`src/rtl/hazard_unit_md.sv`:
```
// Forwarding, stall and flush control for the 5-stage MIPS pipeline, with a
// multiply/divide busy scoreboard and a saturating stall-cycle counter.
module hazard_unit_md #(
  parameter int REG_W   = 5,
  parameter int MUL_LAT = 4,
  parameter int DIV_LAT = 32,
  parameter int CNT_W   = 16
) (
  input  logic             clk,
  input  logic             rst_n,
  input  logic [REG_W-1:0] rs_d,
  input  logic [REG_W-1:0] rt_d,
  input  logic [REG_W-1:0] rs_e,
  input  logic [REG_W-1:0] rt_e,
  input  logic [REG_W-1:0] write_reg_e,
  input  logic [REG_W-1:0] write_reg_m,
  input  logic [REG_W-1:0] write_reg_w,
  input  logic             reg_write_e,
  input  logic             reg_write_m,
  input  logic             reg_write_w,
  input  logic             mem_to_reg_e,
  input  logic             mem_to_reg_m,
  input  logic             branch_d,
  input  logic             branch_e,
  input  logic             md_start_e,
  input  logic             md_is_div_e,
  input  logic             md_use_d,
  input  logic             stall_cnt_clr,
  output logic [1:0]       forward_a_e,
  output logic [1:0]       forward_b_e,
  output logic             forward_a_d,
  output logic             forward_b_d,
  output logic             stall_f,
  output logic             stall_d,
  output logic             flush_e,
  output logic             md_busy,
  output logic [CNT_W-1:0] stall_cnt
);

  localparam int MAX_LAT = (MUL_LAT > DIV_LAT) ? MUL_LAT : DIV_LAT;
  localparam int MD_W    = $clog2(MAX_LAT + 1);
  localparam logic [MD_W-1:0]  MUL_LOAD = MD_W'(MUL_LAT);
  localparam logic [MD_W-1:0]  DIV_LOAD = MD_W'(DIV_LAT);
  localparam logic [CNT_W-1:0] CNT_MAX  = '1;

  // Register 0 is hardwired, so a producer writing it never creates a dependency.
  function automatic logic hit(input logic [REG_W-1:0] dst, input logic [REG_W-1:0] src);
    return (dst != '0) && (dst == src);
  endfunction

  logic [REG_W-1:0] src_e [2];
  logic [REG_W-1:0] src_d [2];
  logic [1:0]       fwd_e [2];
  logic             fwd_d [2];

  assign src_e[0] = rs_e;
  assign src_e[1] = rt_e;
  assign src_d[0] = rs_d;
  assign src_d[1] = rt_d;

  for (genvar gi = 0; gi < 2; gi++) begin : g_fwd
    assign fwd_e[gi] = (reg_write_m && hit(write_reg_m, src_e[gi])) ? 2'b10 :
                       (reg_write_w && hit(write_reg_w, src_e[gi])) ? 2'b01 : 2'b00;
    assign fwd_d[gi] = reg_write_m && hit(write_reg_m, src_d[gi]);
  end

  assign forward_a_e = fwd_e[0];
  assign forward_b_e = fwd_e[1];
  assign forward_a_d = fwd_d[0];
  assign forward_b_d = fwd_d[1];

  logic [MD_W-1:0]  md_cnt_q, md_cnt_d;
  logic [CNT_W-1:0] stall_cnt_q, stall_cnt_d;
  logic             load_use, branch_alu, branch_load, late_branch_load, md_stall, stall;

  assign load_use         = mem_to_reg_e && (hit(write_reg_e, rs_d) || hit(write_reg_e, rt_d));
  assign branch_alu       = branch_d && reg_write_e &&
                            (hit(write_reg_e, rs_d) || hit(write_reg_e, rt_d));
  assign branch_load      = branch_d && mem_to_reg_m &&
                            (hit(write_reg_m, rs_d) || hit(write_reg_m, rt_d));
  assign late_branch_load = branch_e && mem_to_reg_m &&
                            (hit(write_reg_m, rs_e) || hit(write_reg_m, rt_e));
  // An issue in E this cycle must also block a HI/LO consumer sitting in D.
  assign md_stall         = md_use_d && (md_busy || md_start_e);
  assign stall            = load_use || branch_alu || branch_load || late_branch_load || md_stall;

  assign stall_f   = stall;
  assign stall_d   = stall;
  assign flush_e   = stall;
  assign md_busy   = (md_cnt_q != '0);
  assign stall_cnt = stall_cnt_q;

  always_comb begin
    md_cnt_d = md_cnt_q;
    if (md_start_e) begin
      md_cnt_d = md_is_div_e ? DIV_LOAD : MUL_LOAD;
    end else if (md_cnt_q != '0) begin
      md_cnt_d = md_cnt_q - 1'b1;
    end
  end

  always_comb begin
    stall_cnt_d = stall_cnt_q;
    if (stall_cnt_clr) begin
      stall_cnt_d = '0;
    end else if (stall && (stall_cnt_q != CNT_MAX)) begin
      stall_cnt_d = stall_cnt_q + 1'b1;
    end
  end

  always_ff @(posedge clk or negedge rst_n) begin
    if (!rst_n) begin
      md_cnt_q    <= '0;
      stall_cnt_q <= '0;
    end else begin
      md_cnt_q    <= md_cnt_d;
      stall_cnt_q <= stall_cnt_d;
    end
  end

endmodule

```
`config.mk`:
```
export PLATFORM = sky130hd
export DESIGN_NAME = hazard_unit_md
export DESIGN_NICKNAME = d
export VERILOG_FILES = /design/src/rtl/hazard_unit_md.sv
export SDC_FILE = /design/constraint.sdc
export NUM_CORES = 1
export LEC_CHECK = 0
export ABC_CLOCK_PERIOD_IN_PS = 2950
export CORE_AREA = 2 2 50 99
export CTS_CLUSTER_SIZE = 16
export DETAILED_ROUTE_END_ITERATION = 12
export DIE_AREA = 0 0 52 101
export MAX_ROUTING_LAYER = met4
export PLACE_DENSITY = 0.87
export SLEW_MARGIN = 20
export SYNTH_ARGS = -nofsm -noshare
export SYNTH_HDL_FRONTEND = slang
export SYNTH_SLANG_ARGS = --single-unit
```
`constraint.sdc`:
```
create_clock -name clk -period 2.95 [get_ports clk]
set_input_delay 0.4425 -clock clk [delete_from_list [all_inputs] [get_ports clk]]
set_output_delay 0.4425 -clock clk [all_outputs]
set_load 0.005 [all_outputs]
```
==> metrics, run 1 <==
drt first pass iters 4; Residual DRC 0; flops & latches, synth 22; global route overflow 0; slew margin rel. 30.5%; maximum number of pins on one net before global-route repair 23; Crit Reg-Reg Startpoint stall_cnt[6]$_DFFE_PN0P_; cts hold-fix bufs 0; synth warn 0; synth cell count leaders xor2_1 (28), dfrtp_1 (22), nor2_1 (17); WL met3 221 um; Critical Path AT 2860 ps; Yosys top cell area share 27.7%; Skew-Pair Late Insertion Delay 260 ps; run status finished clean; Die Wd 52 um; syn nets 269; share of post-route cells with drive strength above 1 20.1%; Area growth, synth to finish 46.8%; FF-to-FF setup slack 240 ps; Mapped Area 1980 sq um; P per Cell Area 355 nW/um^2; Worst-Margin Slew 1040 ps; final setup vio count 0; remaining antenna violation count after routing 0; Die Span Y 101 um; CP max stage delay 810 ps; Post-CTS Setup Repair Bufs 0; max cap viols 0; Root Driver clkbuf_8; PortBufs 73; first-pass GRT wire length 8290 um; io pins 74; endpoints failing hold 0; count leader, synth xor2_1; wire per inst 14.4 um; H-Tree Depth 1; Yosys cell types 43; Num Clock Sinks 22; CP Depth 7; Core ar. 4510 sq um; clock skew 3.93 ps; Required @ worst endpoint 3110 ps; vias in the first global route 1935; maximum fanout along the worst path 15; Peak Freq 0.369 GHz; Post-Route M1 WL 2170 um; total power 1.03 mW; crit path kind flip-flop to flip-flop; RSZ-0062 raised after global routing false; Slew Limit Fails 0; TritonCTS clock tree built; final worst path period need 2710 ps; Critical Path Sink Type flip-flop; Post-Route WL 5020 um; Global Route Usage Sum 20.4%; nets 345; FF-to-FF End stall_cnt[3]$_DFFE_PN0P_; critical-path cell list and3_1, and4_1, nand3_1, nor2_1, buf_4, nor3b_2, mux2_4; largest area contributor in the netlist dfrtp_1; Cell Rows 35; Ant. Diodes 0; Num CTS Buffers 3; post-synthesis sequential area ratio 27.7%; Async S/R FF share, synth 100%; die area 5250 sq um; LEAKAGE 1.22 nW; via count 1863; post-synthesis cell count 219; Max Used Layer met4; hpwl dp 3930 um; slowest CP cell nor2_1; Post-synth EDFFs 0; CP top delay family simple AND/OR/NAND/NOR gates; wire length on met2 2600 um; final setup TNS 0 ps; GPL Wtd Cong 0.805; Max Root-Sink Buffers 2; post-DR vias/cell 5.34; Synth Flop Type dfrtp_1; antenna violations before repair 0; Initial DRC Count 25; worst path bufs/invs 1; Worst Reg-to-Reg Cells 7; synth top area cells dfrtp_1 (28%), xor2_1 (12%), xnor2_1 (5.7%); CP startpoint kind flip-flop; Worst Hold Class primary input to async pin; fraction of the cycle the final worst path needs 91.8%; clk slew on worst S/H paths 80 ps; Avg Cell Area, Syn 9.06 sq um; Starting Density 44.0%; Peak VDD IR 0.288 mV
[logic make-up (layout without fill, tap and decap cells)]
group	count (synthesis)	after routing	synth area share (%)
AOI/OAI and AO/OA	33	33	13.1
xor gates and xnor gates	41	41	18.1
adders and majority gates	2	2	1.26
buffers and inverters	20	95	6.31
DFF	22	22	27.7
muxes	7	7	4.92
and+or+nand+nor	94	94	28.6
[how the worst max path moves through the flow]
stage / slack [ps] / from / end
final: 240 / stall_cnt[6]$_DFFE_PN0P_ / stall_cnt[3]$_DFFE_PN0P_
after global routing: 30 / stall_cnt[7]$_DFFE_PN0P_ / stall_cnt[3]$_DFFE_PN0P_
after CTS: 20 / write_reg_e[1] / stall_d
after detailed placement: -50 / write_reg_m[3] / stall_cnt[7]$_DFFE_PN0P_
after global placement: -8 / write_reg_m[3] / stall_cnt[8]$_DFFE_PN0P_
after floorplan: 360 / md_cnt_q[0]$_DFFE_PN0N_ / stall_d
[what timing repair did]
action | 4_1_cts | 5_1_grt
pin swaps | 0 | 7
resized for setup | 2 | 14
endpoints found under the hold margin | 0 | 0
endpoints found under the setup margin | 3 | 5
[sequential cells by signal, indices dropped and copies added (netlist names)]
register / cells
md_cnt_q: 6
stall_cnt: 16
[layout make-up]
type | count | area, sq um
Inverter | 4 | 15.0
Sequential cell | 22 | 551
Fill cell | 381 | 1600
Clock inverter | 1 | 30.0
Clock buffer | 3 | 41.3
Multi-Input combinational cell | 177 | 1350
Tap cell | 55 | 68.8
Timing Repair Buffer | 87 | 856
[cell usage in the layout, fill, tap and decap left out, types with 4 or more instances in the layout]
| cell type | instances |
|---|---|
| clkdlybuf4s50_1 | 65 |
| xor2_1 | 28 |
| dfrtp_1 | 22 |
| nor2_1 | 17 |
| nand3_1 | 15 |
| buf_4 | 14 |
| xnor2_1 | 13 |
| nand2_1 | 10 |
| a21oi_2 | 10 |
| or4_1 | 9 |
| nor2b_1 | 8 |
| dlymetal6s2s_1 | 8 |
| nor3_1 | 7 |
| a21oi_1 | 6 |
| o31ai_2 | 6 |
| and3_1 | 5 |
| mux2_4 | 5 |
| inv_1 | 4 |
[report_power, final]
group          switching [mW]  internal (mW)
Combinational           0.185          0.208
Sequential             0.0248          0.334
Clock                   0.101          0.181
Total                   0.312          0.723
[metal layers]
layer / vias up / track usage [%]
met4: 0 / 3.04
met1: 880 / 25.3
met3: 4 / 1.93
met2: 58 / 35.9
li1: 921 / -
met5: - / -
[metrics by stage]
| stage | instance area, sq um | setup slack (ps) | std cells | hold slack (ps) | utilization (%) |
|---|---|---|---|---|---|
| floorplan | 1980 | 361 | 219 | 147 | - |
| global placement | 2780 | -8.25 | 345 | 526 | 61.6 |
| detailed placement | 2780 | -46.5 | 345 | 536 | 61.6 |
| CTS | 2860 | 15.2 | 349 | 543 | 63.4 |
| global route | 2910 | 33.5 | 349 | 556 | 64.6 |
| finish | 2910 | 243 | 349 | 530 | 64.6 |
(Power assumes the default switching activity.)
==> run 2: changes to the inputs <==
--- a/config.mk
+++ b/config.mk
@@ -7,7 +7,6 @@
 export LEC_CHECK = 0
 export ABC_CLOCK_PERIOD_IN_PS = 2950
 export CORE_AREA = 2 2 50 99
-export CTS_CLUSTER_SIZE = 16
 export DETAILED_ROUTE_END_ITERATION = 12
 export DIE_AREA = 0 0 52 101
 export MAX_ROUTING_LAYER = met4
==> results of run 2 <==
The final DEF is identical to that of run 1; final timing and power are the same.
==> run 3: changes to the inputs <==
--- a/config.mk
+++ b/config.mk
@@ -9,6 +9,7 @@
 export CORE_AREA = 2 2 50 99
 export DETAILED_ROUTE_END_ITERATION = 12
 export DIE_AREA = 0 0 52 101
+export HOLD_SLACK_MARGIN = 0.08
 export MAX_ROUTING_LAYER = met4
 export PLACE_DENSITY = 0.87
 export SLEW_MARGIN = 20
==> results of run 3 <==
The final DEF is identical to that of run 1; final timing and power are the same.
